File: config.mk
export PLATFORM = sky130hd
export DESIGN_NAME = zsdram_rr_arbiter_flat
export DESIGN_NICKNAME = d
export VERILOG_FILES = /design/src/rtl/zsdram_arb_pkg.sv /design/src/rtl/zsdram_rr_arbiter_if.sv /design/src/rtl/zsdram_rr_pick.sv /design/src/rtl/zsdram_rr_arbiter.sv /design/src/flat_wrapper.sv
export SDC_FILE = /design/constraint.sdc
export NUM_CORES = 1
export LEC_CHECK = 0
export BUFFER_PORTS_ARGS = -buffer_cell sky130_fd_sc_hd__buf_2
export CORE_AREA = 2 2 231 233
export DETAILED_ROUTE_END_ITERATION = 12
export DIE_AREA = 0 0 233 235
export HOLD_SLACK_MARGIN = 0.15
export PLACE_DENSITY = 0.37
export RECOVER_POWER = 50
export SLEW_MARGIN = 0
export SYNTH_ARGS = -nofsm -noshare
export SYNTH_HDL_FRONTEND = slang
export SYNTH_HIERARCHICAL = 1
export SYNTH_SLANG_ARGS = --single-unit
File: constraint.sdc
create_clock -name clk -period 8.8 [get_ports clk]
set_input_delay 1.32 -clock clk [delete_from_list [all_inputs] [get_ports clk]]
set_output_delay 1.32 -clock clk [all_outputs]
set_load 0.01 [all_outputs]
File: src/rtl/zsdram_arb_pkg.sv
// Shared constants and state encoding for the SDRAM burst-port round-robin arbiter.
package zsdram_arb_pkg;

    localparam int NPORT       = 4;
    localparam int BURST       = 4;
    localparam int ADDR_W_DEF  = 24;
    localparam int DATA_W_DEF  = 16;
    localparam int TIMEOUT_DEF = 1023;

    typedef enum logic [1:0] {
        IDLE  = 2'd0,
        ISSUE = 2'd1,
        GAP   = 2'd2
    } state_t;

endpackage

File: src/rtl/zsdram_rr_arbiter_if.sv
// Client-side and controller-side signals of the arbiter; slave is the arbiter's view.
interface zsdram_rr_arbiter_if
    import zsdram_arb_pkg::*;
#(
    parameter int ADDR_W = ADDR_W_DEF,
    parameter int DATA_W = DATA_W_DEF
);
    logic                              en;
    logic [NPORT-1:0]                  iReq;
    logic [NPORT-1:0]                  iWe;
    logic [NPORT*ADDR_W-1:0]           iAddr;
    logic [NPORT*BURST*DATA_W-1:0]     iWData;
    logic [NPORT-1:0]                  oDone;
    logic                              oErr;
    logic [BURST*DATA_W-1:0]           oRData;
    logic                              oBusy;
    logic [NPORT-1:0]                  oGrant;
    logic [NPORT-1:0]                  oTo_Flag;
    logic                              oCmd_Req;
    logic                              oCmd_We;
    logic [ADDR_W-1:0]                 oCmd_Addr;
    logic [BURST*DATA_W-1:0]           oCmd_WData;
    logic                              iCmd_Done;
    logic [BURST*DATA_W-1:0]           iCmd_RData;

    modport slave (
        input  en, iReq, iWe, iAddr, iWData, iCmd_Done, iCmd_RData,
        output oDone, oErr, oRData, oBusy, oGrant, oTo_Flag,
               oCmd_Req, oCmd_We, oCmd_Addr, oCmd_WData
    );

    modport master (
        output en, iReq, iWe, iAddr, iWData, iCmd_Done, iCmd_RData,
        input  oDone, oErr, oRData, oBusy, oGrant, oTo_Flag,
               oCmd_Req, oCmd_We, oCmd_Addr, oCmd_WData
    );

endinterface

File: src/rtl/zsdram_rr_pick.sv
// Combinational round-robin picker: rotate so last+1 is bit 0, take the lowest set bit, rotate back.
module zsdram_rr_pick
    import zsdram_arb_pkg::*;
(
    input  logic [NPORT-1:0] req,
    input  logic [1:0]       last,
    output logic [NPORT-1:0] onehot,
    output logic [1:0]       idx,
    output logic             valid
);

    logic [1:0]         base;
    logic [2*NPORT-2:0] dbl;
    logic [NPORT-1:0]   rot;
    logic [1:0]         sel;

    assign base = last + 2'd1;
    assign dbl  = {req[NPORT-2:0], req};
    assign rot  = dbl[base +: NPORT];

    always_comb begin
        sel = '0;
        for (int i = NPORT - 1; i >= 0; i--) begin
            if (rot[i]) begin
                sel = 2'(i);
            end
        end
    end

    assign idx    = base + sel;
    assign valid  = |req;
    assign onehot = valid ? (NPORT'(1) << idx) : '0;

endmodule

File: src/rtl/zsdram_rr_arbiter.sv
// Four-port round-robin arbiter for a shared SDRAM 4-word burst command port, with watchdog and done pulses.
module zsdram_rr_arbiter
    import zsdram_arb_pkg::*;
#(
    parameter int ADDR_W  = ADDR_W_DEF,
    parameter int DATA_W  = DATA_W_DEF,
    parameter int TIMEOUT = TIMEOUT_DEF
)(
    input  logic                clk,
    input  logic                rst,
    zsdram_rr_arbiter_if.slave  bus
);

    localparam int BW   = BURST * DATA_W;
    localparam int WD_W = $clog2(TIMEOUT);

    state_t             state, state_n;
    logic [1:0]         last, last_n;
    logic [WD_W-1:0]    wdog, wdog_n;
    logic [NPORT-1:0]   grant, grant_n;
    logic [NPORT-1:0]   done, done_n;
    logic [NPORT-1:0]   to_flag, to_flag_n;
    logic               err, err_n;
    logic               busy, busy_n;
    logic               cmd_req, cmd_req_n;
    logic               cmd_we, cmd_we_n;
    logic [ADDR_W-1:0]  cmd_addr, cmd_addr_n;
    logic [BW-1:0]      cmd_wdata, cmd_wdata_n;
    logic [BW-1:0]      rdata, rdata_n;

    logic [NPORT-1:0]   pick_onehot;
    logic [1:0]         pick_idx;
    logic               pick_valid;

    zsdram_rr_pick u_pick (
        .req    (bus.iReq),
        .last   (last),
        .onehot (pick_onehot),
        .idx    (pick_idx),
        .valid  (pick_valid)
    );

    always_comb begin
        state_n     = state;
        last_n      = last;
        wdog_n      = wdog;
        grant_n     = grant;
        done_n      = done;
        to_flag_n   = to_flag;
        err_n       = err;
        cmd_req_n   = cmd_req;
        cmd_we_n    = cmd_we;
        cmd_addr_n  = cmd_addr;
        cmd_wdata_n = cmd_wdata;
        rdata_n     = rdata;

        case (state)
            IDLE: begin
                if (bus.en && pick_valid) begin
                    grant_n     = pick_onehot;
                    cmd_we_n    = bus.iWe[pick_idx];
                    cmd_addr_n  = bus.iAddr[pick_idx*ADDR_W +: ADDR_W];
                    cmd_wdata_n = bus.iWData[pick_idx*BW +: BW];
                    cmd_req_n   = 1'b1;
                    last_n      = pick_idx;
                    wdog_n      = '0;
                    state_n     = ISSUE;
                end
            end
            ISSUE: begin
                // A real completion takes precedence over a watchdog expiry in the same cycle.
                if (bus.iCmd_Done) begin
                    cmd_req_n = 1'b0;
                    if (!cmd_we) begin
                        rdata_n = bus.iCmd_RData;
                    end
                    done_n  = grant;
                    state_n = GAP;
                end else if (wdog == WD_W'(TIMEOUT - 1)) begin
                    cmd_req_n = 1'b0;
                    done_n    = grant;
                    err_n     = 1'b1;
                    to_flag_n = to_flag | grant;
                    state_n   = GAP;
                end else begin
                    wdog_n = wdog + WD_W'(1);
                end
            end
            GAP: begin
                done_n  = '0;
                err_n   = 1'b0;
                grant_n = '0;
                state_n = IDLE;
            end
            default: begin
                state_n = IDLE;
            end
        endcase

        busy_n = (state_n != IDLE);
    end

    always_ff @(posedge clk or posedge rst) begin
        if (rst) begin
            state     <= IDLE;
            last      <= 2'd3;
            wdog      <= '0;
            grant     <= '0;
            done      <= '0;
            to_flag   <= '0;
            err       <= 1'b0;
            busy      <= 1'b0;
            cmd_req   <= 1'b0;
            cmd_we    <= 1'b0;
            cmd_addr  <= '0;
            cmd_wdata <= '0;
            rdata     <= '0;
        end else begin
            state     <= state_n;
            last      <= last_n;
            wdog      <= wdog_n;
            grant     <= grant_n;
            done      <= done_n;
            to_flag   <= to_flag_n;
            err       <= err_n;
            busy      <= busy_n;
            cmd_req   <= cmd_req_n;
            cmd_we    <= cmd_we_n;
            cmd_addr  <= cmd_addr_n;
            cmd_wdata <= cmd_wdata_n;
            rdata     <= rdata_n;
        end
    end

    assign bus.oDone      = done;
    assign bus.oErr       = err;
    assign bus.oRData     = rdata;
    assign bus.oBusy      = busy;
    assign bus.oGrant     = grant;
    assign bus.oTo_Flag   = to_flag;
    assign bus.oCmd_Req   = cmd_req;
    assign bus.oCmd_We    = cmd_we;
    assign bus.oCmd_Addr  = cmd_addr;
    assign bus.oCmd_WData = cmd_wdata;

endmodule

File: src/flat_wrapper.sv
// flat-port wrapper written by rule: the top's interface ports become plain ports
module zsdram_rr_arbiter_flat import zsdram_arb_pkg::*;
#(
    parameter int ADDR_W  = ADDR_W_DEF,
    parameter int DATA_W  = DATA_W_DEF,
    parameter int TIMEOUT = TIMEOUT_DEF
)
  (clk, rst, bus_en, bus_iReq, bus_iWe, bus_iAddr, bus_iWData, bus_iCmd_Done, bus_iCmd_RData, bus_oDone, bus_oErr, bus_oRData, bus_oBusy, bus_oGrant, bus_oTo_Flag, bus_oCmd_Req, bus_oCmd_We, bus_oCmd_Addr, bus_oCmd_WData);
  zsdram_rr_arbiter_if #(.ADDR_W(ADDR_W), .DATA_W(DATA_W)) bus_i ();
  input  logic clk;
  input  logic rst;
  input wire logic [$bits(bus_i.en)-1:0] bus_en;
  input wire logic [$bits(bus_i.iReq)-1:0] bus_iReq;
  input wire logic [$bits(bus_i.iWe)-1:0] bus_iWe;
  input wire logic [$bits(bus_i.iAddr)-1:0] bus_iAddr;
  input wire logic [$bits(bus_i.iWData)-1:0] bus_iWData;
  input wire logic [$bits(bus_i.iCmd_Done)-1:0] bus_iCmd_Done;
  input wire logic [$bits(bus_i.iCmd_RData)-1:0] bus_iCmd_RData;
  output wire logic [$bits(bus_i.oDone)-1:0] bus_oDone;
  output wire logic [$bits(bus_i.oErr)-1:0] bus_oErr;
  output wire logic [$bits(bus_i.oRData)-1:0] bus_oRData;
  output wire logic [$bits(bus_i.oBusy)-1:0] bus_oBusy;
  output wire logic [$bits(bus_i.oGrant)-1:0] bus_oGrant;
  output wire logic [$bits(bus_i.oTo_Flag)-1:0] bus_oTo_Flag;
  output wire logic [$bits(bus_i.oCmd_Req)-1:0] bus_oCmd_Req;
  output wire logic [$bits(bus_i.oCmd_We)-1:0] bus_oCmd_We;
  output wire logic [$bits(bus_i.oCmd_Addr)-1:0] bus_oCmd_Addr;
  output wire logic [$bits(bus_i.oCmd_WData)-1:0] bus_oCmd_WData;
  assign bus_i.en = bus_en;
  assign bus_i.iReq = bus_iReq;
  assign bus_i.iWe = bus_iWe;
  assign bus_i.iAddr = bus_iAddr;
  assign bus_i.iWData = bus_iWData;
  assign bus_i.iCmd_Done = bus_iCmd_Done;
  assign bus_i.iCmd_RData = bus_iCmd_RData;
  assign bus_oDone = bus_i.oDone;
  assign bus_oErr = bus_i.oErr;
  assign bus_oRData = bus_i.oRData;
  assign bus_oBusy = bus_i.oBusy;
  assign bus_oGrant = bus_i.oGrant;
  assign bus_oTo_Flag = bus_i.oTo_Flag;
  assign bus_oCmd_Req = bus_i.oCmd_Req;
  assign bus_oCmd_We = bus_i.oCmd_We;
  assign bus_oCmd_Addr = bus_i.oCmd_Addr;
  assign bus_oCmd_WData = bus_i.oCmd_WData;
  zsdram_rr_arbiter #(.ADDR_W(ADDR_W), .DATA_W(DATA_W), .TIMEOUT(TIMEOUT)) u_core (.clk(clk), .rst(rst), .bus(bus_i));
endmodule
# Word-level counts from Yosys, hierarchy flattened
# Cells that the tools add are included.
[word_totals]
register_bits = 182
output_inout_bits = 168
input_bits = 428
[classes]
mux = 27
bitwise = 3
n_lt_le_gt_ge = 1
mul = 1
n_addsub = 3
n_reduce_logical = 15
n_eq_ne = 8
shift = 4
[op_table]
columns = ["cell", "count"]
rows = [
  ["$shiftx A256 B9 Y64", 1],
  ["$shiftx A96 B8 Y24", 1],
  ["$mux W10", 3],
  ["$pmux W10 S2", 1],
  ["$mux W4", 4],
  ["$pmux W4 S2", 2],
  ["$mux W2", 7],
  ["$reduce_and A3 Y1", 4],
  ["$add A10 B1 Y10 const B", 1],
  ["$eq A10 B10 Y1 const B", 1],
  ["$reduce_bool A2 Y1", 4],
  ["$shiftx A7 B3 Y4", 1],
  ["$mux W1", 6],
  ["$reduce_and A2 Y1", 3],
  ["$mul A2 B2 Y4 const B", 1],
  ["$ne A2 B1 Y1 const B", 2],
  ["$ne A2 B2 Y1 const B", 2],
  ["$or A4 B4 Y4", 1],
  ["$pmux W1 S2", 2],
  ["$pmux W2 S2", 1],
  ["$reduce_and A4 Y1", 1],
  ["$reduce_or A4 Y1", 1],
  ["$shl A1 B2 Y4 const A", 1],
  ["$lt A2 B3 Y1 const B", 1],
  ["other kinds (9)", 10],
]

# Depth between registers and ports, before layout
# Gate-level depths: netlist of run 1.
[logic_depth]
word_depth = 11
mapped_depth = 13
ltp_nobuf = 11

# Cells and area by module
# The synthesis of run 1 kept the hierarchy.
[by_module_without_submodules]
columns = ["mod", "instances", "area_each_um2", "cells_each", "seq_area_each_um2"]
rows = [
  ["zsdram_rr_arbiter", 1, 9191.3, 760, 4556.9],
  ["zsdram_rr_pick", 1, 275.3, 36, 0.0],
]

# Worst setup path after synthesis of run 1
# Ideal clock, no wire load.
[synth_timing]
path_type = "input to register"
from = "input port bus_iReq[0]"
to = "register u_core.cmd_addr[0], in the netlist u_core/bus.oCmd_Addr[0]"
arrival_ps = 3563
path_buffers = 2
slack_ps = 5120
cell_stages = 13
setup_time_ps = 117
path_cell_list = "nor2_1 -> a2bb2oi_1 -> o221ai_1 -> o21a_1 -> ha_1 -> xnor2_1 -> xnor2_1 -> xnor2_1 -> clkbuf_1 -> clkbuf_1 -> mux4_2 -> nand2_1 -> nand2_1"
[synth_via]
elab_chain_cells = 8
[synth_rtl]
columns = ["element", "line_no", "text"]
rows = [
  ["start, declared", "flat_wrapper.sv:13", "input wire logic [$bits(bus_i.iReq)-1:0] bus_iReq;"],
  ["$shiftx A7 B3 Y4 (*)", "zsdram_rr_pick.sv:19", "assign rot = dbl[base +: NPORT];"],
  ["$mux W2 (3 in series)", "zsdram_rr_pick.sv:24", "if (rot[i]) begin"],
  ["$mux W2 (*)", "zsdram_rr_pick.sv:24", ""],
  ["$add A2 B2 Y2 (*)", "zsdram_rr_pick.sv:30", "assign idx = base + sel;"],
  ["via u_core.pick_idx[1]", "zsdram_rr_arbiter.sv:32", "logic [1:0] pick_idx;"],
  ["$mul A2 B2 Y4 (*)", "zsdram_rr_arbiter.sv:62", "cmd_addr_n = bus.iAddr[pick_idx*ADDR_W +: ADDR_W];"],
  ["$shiftx A96 B8 Y24 (*)", "zsdram_rr_arbiter.sv:62", ""],
  ["end signal, assigned", "zsdram_rr_arbiter.sv:129", "cmd_addr <= cmd_addr_n;"],
  ["end, declared", "zsdram_rr_arbiter.sv:27", "logic [ADDR_W-1:0] cmd_addr, cmd_addr_n;"],
]
# The timed path passes the listed nets; every way through them passes the cells marked *.
# A chain may end at the register's enable or synchronous reset.

==> flow_summary_export.csv, run 1 <==
group,metric,value,unit
status,status,"finished, violations left",
status,violations,"max-capacitance violations, max-slew violations",
setup_path,cp_slowest_stage_delay,3.05,ns
setup_path,endpoint_kind,"asynchronous set/reset pin",
clock_tree,numCtsBuffers,17,
clock_tree,clock_sinks,182,
synth,post_synth_num_cell_types,58,
setup_path,r2r.worst_path.cells,9,
global_routing,track_usage,13.51,%
die,fp.dieH,235,um
routing,routed_wirelength,37350,um
global_routing,wire_length_of_the_first_global_routing_pass,54880,um
power_and_ir_drop,irDropWorstVdd,0.4667,mV
finish,layout-drive-gt1-share,47.93,%
timing,maxSlewViolCount,119,
setup_path,crit_arrival,5.78,ns
clock_tree,clk_lat_worst_skew,0.49,ns
finish,commonest_cells_after_routing_fill_and_taps_aside,"455 x sky130_fd_sc_hd__buf_2, 291 x sky130_fd_sc_hd__nand2_1, 180 x sky130_fd_sc_hd__dfrtp_1",
die,rows,84,
timing,finalClockSkew,0.01528,ns
placed_design,post-dp-hpwl,28920,um
synth,yosysTopAreaCell,"sky130_fd_sc_hd__dfrtp_1",
finish,layout_commonest_cell,"sky130_fd_sc_hd__buf_2",
setup_path,slowest_stage,"sky130_fd_sc_hd__clkinvlp_2",
clock_tree,cts.hold.buffers_added,0,
routing,drt_iter0_drc,418,
routing,drt.antenna.violating_nets,0,
routing,routedWlPerCell,18.06,um
setup_path,critPathTopFamily,"buffers and inverters",
routing,detailed_route_via_count,8446,
setup_path,r2r_slack,5.12,ns
synth,synthCells,796,
hold_path,hp-class,"register to register",
clock_tree,post-cts-setup-buffer-count,0,
synth,synth.area.top_cells,"sky130_fd_sc_hd__dfrtp_1 48%, sky130_fd_sc_hd__mux4_2 21%, sky130_fd_sc_hd__nand2_1 12%, sky130_fd_sc_hd__mux2_2 7.1%, sky130_fd_sc_hd__clkbuf_1 0.99%",
hold_path,min-delay-start,"u_core/bus.oTo_Flag[2]",
power_and_ir_drop,leakage_component_of_the_power,6.535,nW
flow_run,drv_cap,1,
setup_path,cp_data_required_time,9.28,ns
timing,grt_setup_unrepaired,"no",
setup_path,path_class,"input pin to asynchronous set/reset pin",
synth,postSynthAreaPerCell,11.89,um^2
global_routing,gr_ovfl_total,0,
timing,fin_crit,5.297,ns
global_routing,first_global_vias,8885,
placed_design,port_buffers,595,
global_routing,grt_use_met3,4.369,%
synth,nets_in_the_synthesized_netlist,1227,
finish,syn2layout_area_growth,43.72,%
synth,synth-warning-count,6,
timing,min_period_over_period,60.20,%
die,ioPinCount,596,
synth,synthesized_flop_and_latch_total,182,
timing,final-hold-violation-count,0,
hold_path,hold_depth,1,
clock_tree,clk_path_buf_depth,2,
global_routing,met1_usage,16.13,%
timing,timing.fmax,0.1888,GHz
synth,synth-seq-area-share,48.14,%
setup_path,worst-path-buf-inv,3,
timing,setup-tns-final,0,ns
timing,timing_worst_slew_pin_value,5.696,ns
global_routing,grt_antenna_before_repair,7,
die,floorplan.initialDensity,18.12,%
placed_design,globalplace.congestion,0.8122,
synth,synth.cell_area,0.009467,mm^2
synth,fraction_of_synthesized_cell_area_taken_by_the_top_area_cell_type,47.58,%
setup_path,rr_startpoint,"u_core/last[1]",
timing,finalSetupViolCount,0,
die,design.core.area,0.05224,mm^2
routing,drt_via_density,4.084,
synth,synth_top_flop_cell,"sky130_fd_sc_hd__dfrtp_1",
power_and_ir_drop,power.density,397.9,mW/mm^2
finish,final_area,0.01361,mm^2
routing,drc_errors,0,
power_and_ir_drop,power.total,5.414,mW
clock_tree,cts_max_level,4,
timing,worst_slew_margin_rel,-279.7,%
hold_path,min_to,"u_core/bus.oTo_Flag[2]",
clock_tree,cts_tree,"built",
global_routing,busiest_layer,"met2",
routing,drt_pass1_iterations,4,
clock_tree,clk_root_buffer_cell,"sky130_fd_sc_hd__clkbuf_16",
die,floorplan.die_area,0.05476,mm^2
finish,fin_nets,1797,
setup_path,setup.worst_path.start_class,"input pin",
synth,synth-async-reset-ratio,100.0,%
placed_design,postPlaceCellArea,0.01314,mm^2
global_routing,use_met2,23.18,%
clock_tree,post_cts_resized,0,
setup_path,crit_path_cell_chain,"buf_2 > clkinvlp_2 > buf_4",
setup_path,crit_path_max_fanout,118,
die,dieWidth,233,um
clock_tree,clk_pin_slew_worst_paths,0.07,ns
global_routing,grt_start_max_net_pins,119,
synth,synth_enable_flop_cells,0,
setup_path,reg2reg_to,"u_core/bus.oCmd_Addr[11]",
[layout make-up]
| class | instances | area (um^2) |
|---|---|---|
| Inverter | 13 | 50.05 |
| Antenna cell | 1 | 2.502 |
| Clock buffer | 21 | 470.5 |
| Timing Repair Buffer | 602 | 2855 |
| Sequential cell | 182 | 4557 |
| Multi-Input combinational cell | 550 | 4619 |
| Fill cell | 5625 | 38630 |
| Tap cell | 688 | 860.8 |
| Clock inverter | 11 | 190.2 |
[flip-flops by register name, indices dropped and copies added (netlist names)]
register / flops
u_core/bus.oCmd_Req: 1
u_core/last: 2
u_core/bus.oErr: 1
u_core/bus.oGrant: 4
u_core/bus.oRData: 64
u_core/bus.oCmd_WData: 64
u_core/bus.oDone: 4
u_core/bus.oTo_Flag: 4
u_core/bus.oCmd_We: 1
u_core/bus.oCmd_Addr: 24
u_core/state: 2
u_core/bus.oBusy: 1
u_core/wdog: 10
[how the worst max path moves through the flow]
stage	from	end	slack, ns	cells after the start
finish	rst	u_core/bus.oCmd_Addr[5]	3.50	3
CTS	bus_iReq[0]	u_core/bus.oCmd_Addr[11]	4.51	10
global placement	bus_iReq[0]	u_core/bus.oCmd_Addr[6]	4.02	10
floorplan	rst	u_core/bus.oBusy	2.54	1
detailed placement	bus_iReq[0]	u_core/bus.oCmd_Addr[11]	3.95	10
global route	rst	u_core/bus.oCmd_Addr[5]	2.61	3
[layer usage]
metal	part of all wire [%]	up-vias	routed length, um
met2	50	359	18690
met4	1.5	8	568
met1	41	4073	15390
li1	-	3966	-
met5	0.13	-	47
met3	7.1	40	2656
[cells in the mapped netlist (2+ instances only)]
master	number
sky130_fd_sc_hd__a21o_1	6
sky130_fd_sc_hd__a21oi_1	3
sky130_fd_sc_hd__a31oi_1	6
sky130_fd_sc_hd__and3_1	2
sky130_fd_sc_hd__buf_1	3
sky130_fd_sc_hd__buf_2	16
sky130_fd_sc_hd__buf_6	7
sky130_fd_sc_hd__clkbuf_1	25
sky130_fd_sc_hd__dfrtp_1	180
sky130_fd_sc_hd__dfstp_2	2
sky130_fd_sc_hd__ha_1	3
sky130_fd_sc_hd__inv_1	13
sky130_fd_sc_hd__mux2_1	4
sky130_fd_sc_hd__mux2_2	60
sky130_fd_sc_hd__mux2i_1	4
sky130_fd_sc_hd__mux4_2	89
sky130_fd_sc_hd__nand2_1	291
sky130_fd_sc_hd__nand2b_1	4
sky130_fd_sc_hd__nand3_1	11
sky130_fd_sc_hd__nor2_1	10
sky130_fd_sc_hd__nor2b_1	3
sky130_fd_sc_hd__nor3_1	4
sky130_fd_sc_hd__nor4_1	3
sky130_fd_sc_hd__o211ai_1	2
sky130_fd_sc_hd__o21a_1	2
sky130_fd_sc_hd__o21ai_0	6
sky130_fd_sc_hd__o22ai_1	4
sky130_fd_sc_hd__xnor2_1	3
[where the power goes]
group	switching [mW]	total, mW	internal (mW)
clock	0.377	0.882	0.505
sequential	0.228	1.46	1.23
combinational	1.59	3.07	1.49
[through the flow]
stage	cells	util (%)	setup WS (ns)	hold WS [ns]
2_1_floorplan	796	-	2.540	0.4712
3_3_place_gp	2035	25.15	4.016	0.4360
3_5_place_dp	2035	25.15	3.955	0.4395
4_1_cts	2067	26.42	4.505	0.4572
5_1_grt	2067	26.04	2.607	0.4814
6_report	2068	26.05	3.503	0.4631
[worst reg2reg max path, delay by kind of cell, from the launching register on]
| kind | cells | cell delay [ns] |
|---|---|---|
| mux | 1 | 0.67 |
| buf+inv | 1 | 0.87 |
| fa+ha+maj | 1 | 0.84 |
| simple gates | 4 | 0.32 |
| compound gates | 2 | 0.27 |
| flops | 1 | 0.61 |
[logic make-up (layout without fill, tap and decap cells)]
| family | count (synthesis) | after routing | synth area share [%] |
|---|---|---|---|
| AO/OA/AOI/OAI | 45 | 45 | 3.648 |
| XOR/XNOR | 3 | 3 | 0.2776 |
| adder cells (fa/ha/maj) | 3 | 3 | 0.3966 |
| buffers and inverters | 64 | 647 | 3.304 |
| flip-flops | 182 | 182 | 48.14 |
| multiplexers | 157 | 157 | 29.21 |
| other | 0 | 1 | 0 |
| AND/OR/NAND/NOR | 342 | 342 | 15.03 |
(Power assumes the default switching activity.)
==> run 2: changes to the inputs <==
--- a/config.mk
+++ b/config.mk
@@ -6,11 +6,11 @@
 export NUM_CORES = 1
 export LEC_CHECK = 0
 export BUFFER_PORTS_ARGS = -buffer_cell sky130_fd_sc_hd__buf_2
-export CORE_AREA = 2 2 231 233
+export CORE_AREA = 2 2 232 234
 export DETAILED_ROUTE_END_ITERATION = 12
-export DIE_AREA = 0 0 233 235
+export DIE_AREA = 0 0 234 236
 export HOLD_SLACK_MARGIN = 0.15
-export PLACE_DENSITY = 0.37
+export PLACE_DENSITY = 0.38
 export RECOVER_POWER = 50
 export SLEW_MARGIN = 0
 export SYNTH_ARGS = -nofsm -noshare
==> constraint.sdc (replaced) <==
create_clock -name clk -period 4.25 [get_ports clk]
set_input_delay 0.6375 -clock clk [delete_from_list [all_inputs] [get_ports clk]]
set_output_delay 0.6375 -clock clk [all_outputs]
set_load 0.01 [all_outputs]
==> flow_summary_export.csv, run 2 (same netlist as run 1, synthesis figures left out) <==
group,metric,value,unit
status,status,"finished, violations left",
status,violations,"max-capacitance violations, max-slew violations",
power_and_ir_drop,clockPowerShare,15.0,%
die,design.core.area,0.05307,mm^2
timing,finalClockSkew,0.01418,ns
routing,drt.antenna.violating_nets,0,
finish,syn2layout_area_growth,46.60,%
global_routing,wire_length_of_the_first_global_routing_pass,55190,um
setup_path,crit_arrival,3.56,ns
timing,worst_slew_margin_rel,-10.50,%
global_routing,met1_usage,15.26,%
clock_tree,cts.hold.buffers_added,0,
power_and_ir_drop,power.switching,4.605,mW
power_and_ir_drop,power.total,11.61,mW
die,floorplan.initialDensity,17.84,%
placed_design,port_buffers,595,
timing,maxSlewViolCount,63,
clock_tree,clock_sinks,182,
routing,routed_wirelength,37260,um
global_routing,track_usage,13.47,%
global_routing,gr_ovfl_total,0,
placed_design,postPlaceCellArea,0.01337,mm^2
setup_path,r2r.worst_path.cells,13,
setup_path,r2r_slack,1.06,ns
setup_path,crit_path_start,"u_core/last[1]",
global_routing,grt_start_max_net_pins,99,
die,fp.dieH,236,um
power_and_ir_drop,internal-power,7.002,mW
routing,drc_errors,0,
setup_path,endpoint_kind,"register",
routing,routedWlPerCell,17.76,um
power_and_ir_drop,power.switching_fraction,39.68,%
setup_path,crit_path_max_fanout,47,
clock_tree,cts_tree,"built",
setup_path,setup.worst_path.start_class,"register",
routing,drt_via_density,4.099,
die,dieWidth,234,um
clock_tree,numCtsBuffers,17,
power_and_ir_drop,irDropWorstVdd,0.6204,mV
clock_tree,clk_pin_slew_worst_paths,0.07,ns
hold_path,hp-class,"input pin to register",
setup_path,slowest_stage,"sky130_fd_sc_hd__dfstp_2",
timing,timing.fmax,0.3139,GHz
clock_tree,post_cts_resized,0,
setup_path,cp_data_required_time,4.62,ns
finish,layout-drive-gt1-share,52.82,%
power_and_ir_drop,leakage_component_of_the_power,6.841,nW
setup_path,worst-path-buf-inv,2,
die,rows,85,
timing,grt_setup_unrepaired,"no",
routing,drt_pass1_iterations,4,
clock_tree,cts_max_level,4,
timing,min_period_over_period,74.97,%
global_routing,grt_antenna_before_repair,5,
timing,setup-tns-final,0,ns
placed_design,post-dp-hpwl,29710,um
setup_path,rr_startpoint,"u_core/last[1]",
power_and_ir_drop,power.density,836.4,mW/mm^2
placed_design,globalplace.congestion,0.8290,
timing,final-hold-violation-count,0,
setup_path,cp_slowest_stage_delay,0.62,ns
finish,fin_nets,1817,
global_routing,first_global_vias,9251,
timing,timing_worst_slew_pin_value,1.658,ns
setup_path,crit_path_cell_chain,"nand2b_1 > a21oi_1 > o21ai_0 > o21a_1 > ha_4 > xnor2_1 > xnor2_1 > xnor2_2 > buf_12 > buf_4 > mux4_2 > nand2_1 > nand2_1",
die,floorplan.die_area,0.05522,mm^2
setup_path,critPathCapture,"u_core/bus.oCmd_WData[27]",
finish,layout_commonest_cell,"sky130_fd_sc_hd__buf_2",
timing,fin_crit,3.186,ns
global_routing,busiest_layer,"met2",
setup_path,critPathTopFamily,"XOR/XNOR gates",
clock_tree,post-cts-setup-buffer-count,0,
timing,finalSetupViolCount,0,
clock_tree,clk_path_buf_depth,2,
global_routing,grt_use_met3,4.509,%
setup_path,path_class,"register to register",
power_and_ir_drop,power.share.sequential,26.0,%
setup_path,worstSetupPathDepth,13,
finish,final_area,0.01388,mm^2
clock_tree,clk_root_buffer_cell,"sky130_fd_sc_hd__clkbuf_16",
flow_run,drv_cap,1,
finish,commonest_cells_after_routing_fill_and_taps_aside,"512 x sky130_fd_sc_hd__buf_2, 291 x sky130_fd_sc_hd__nand2_1, 180 x sky130_fd_sc_hd__dfrtp_1",
routing,detailed_route_via_count,8600,
power_and_ir_drop,comb_power_share,59.0,%
routing,drt_iter0_drc,382,
die,ioPinCount,596,
global_routing,use_met2,23.47,%
setup_path,reg2reg_to,"u_core/bus.oCmd_WData[27]",
clock_tree,clk_lat_worst_skew,0.49,ns
run 2: changes by cell type in the layout (fill, tap and decap cells not counted), moves of 2 or more:
cell,delta
sky130_fd_sc_hd__buf_4,+14
sky130_fd_sc_hd__clkinv_2,+2
sky130_fd_sc_hd__diode_2,+2
sky130_fd_sc_hd__buf_12,+5
sky130_fd_sc_hd__clkbuf_1,-57
sky130_fd_sc_hd__buf_2,+57
run 2: power groups by stage:
stage,Combinational (mW),Clock [mW],Sequential [mW]
after floorplan,4.27,0,3.35
after global placement,7.10,0,3.04
after detailed placement,7.14,0,3.05
after CTS,7.15,1.85,3.03
after global routing,7.46,1.90,3.15
final,6.84,1.74,3.02
run 2: how the worst min path moves through the flow:
stage / endpoint / cells after the start / start / slack (ns)
finish: u_core/bus.oRData[56] / 2 / bus_iCmd_RData[56] / 0.37
floorplan: u_core/last[0] / 2 / u_core/last[0] / 0.47
global placement: u_core/bus.oTo_Flag[1] / 1 / u_core/bus.oTo_Flag[1] / 0.44
detailed placement: u_core/bus.oTo_Flag[0] / 1 / u_core/bus.oTo_Flag[0] / 0.44
global route: u_core/bus.oRData[56] / 2 / bus_iCmd_RData[56] / 0.34
CTS: u_core/bus.oRData[42] / 2 / rst / 0.18
run 2: through the flow:
stage               std cells  hold slack, ns  setup WS [ns]  util, %
detailed placement       2063          0.4442         0.7646    25.19
finish                   2098          0.3724          1.064    26.15
global placement         2063          0.4353         0.8683    25.19
floorplan                 796          0.4712          1.253        -
CTS                      2095          0.1838          1.002    26.37
global route             2097          0.3368         0.8137    26.15
run 2: per-layer routing:
| layer | share of wire (%) | routed length, um |
|---|---|---|
| met1 | 40 | 14760 |
| met5 | 0.046 | 17 |
| met3 | 7.6 | 2816 |
| met2 | 51 | 19020 |
| met4 | 1.7 | 652 |
run 2: final cells by class:
| type | instances | area (um^2) |
|---|---|---|
| antenna | 3 | 7.507 |
| clock buffer | 20 | 456.7 |
| clock inverter | 12 | 165.2 |
| fill | 5740 | 39190 |
| inverter | 13 | 50.05 |
| multi-input combinational | 550 | 4634 |
| sequential | 182 | 4557 |
| tap | 696 | 870.8 |
| timing repair buffer | 622 | 3137 |
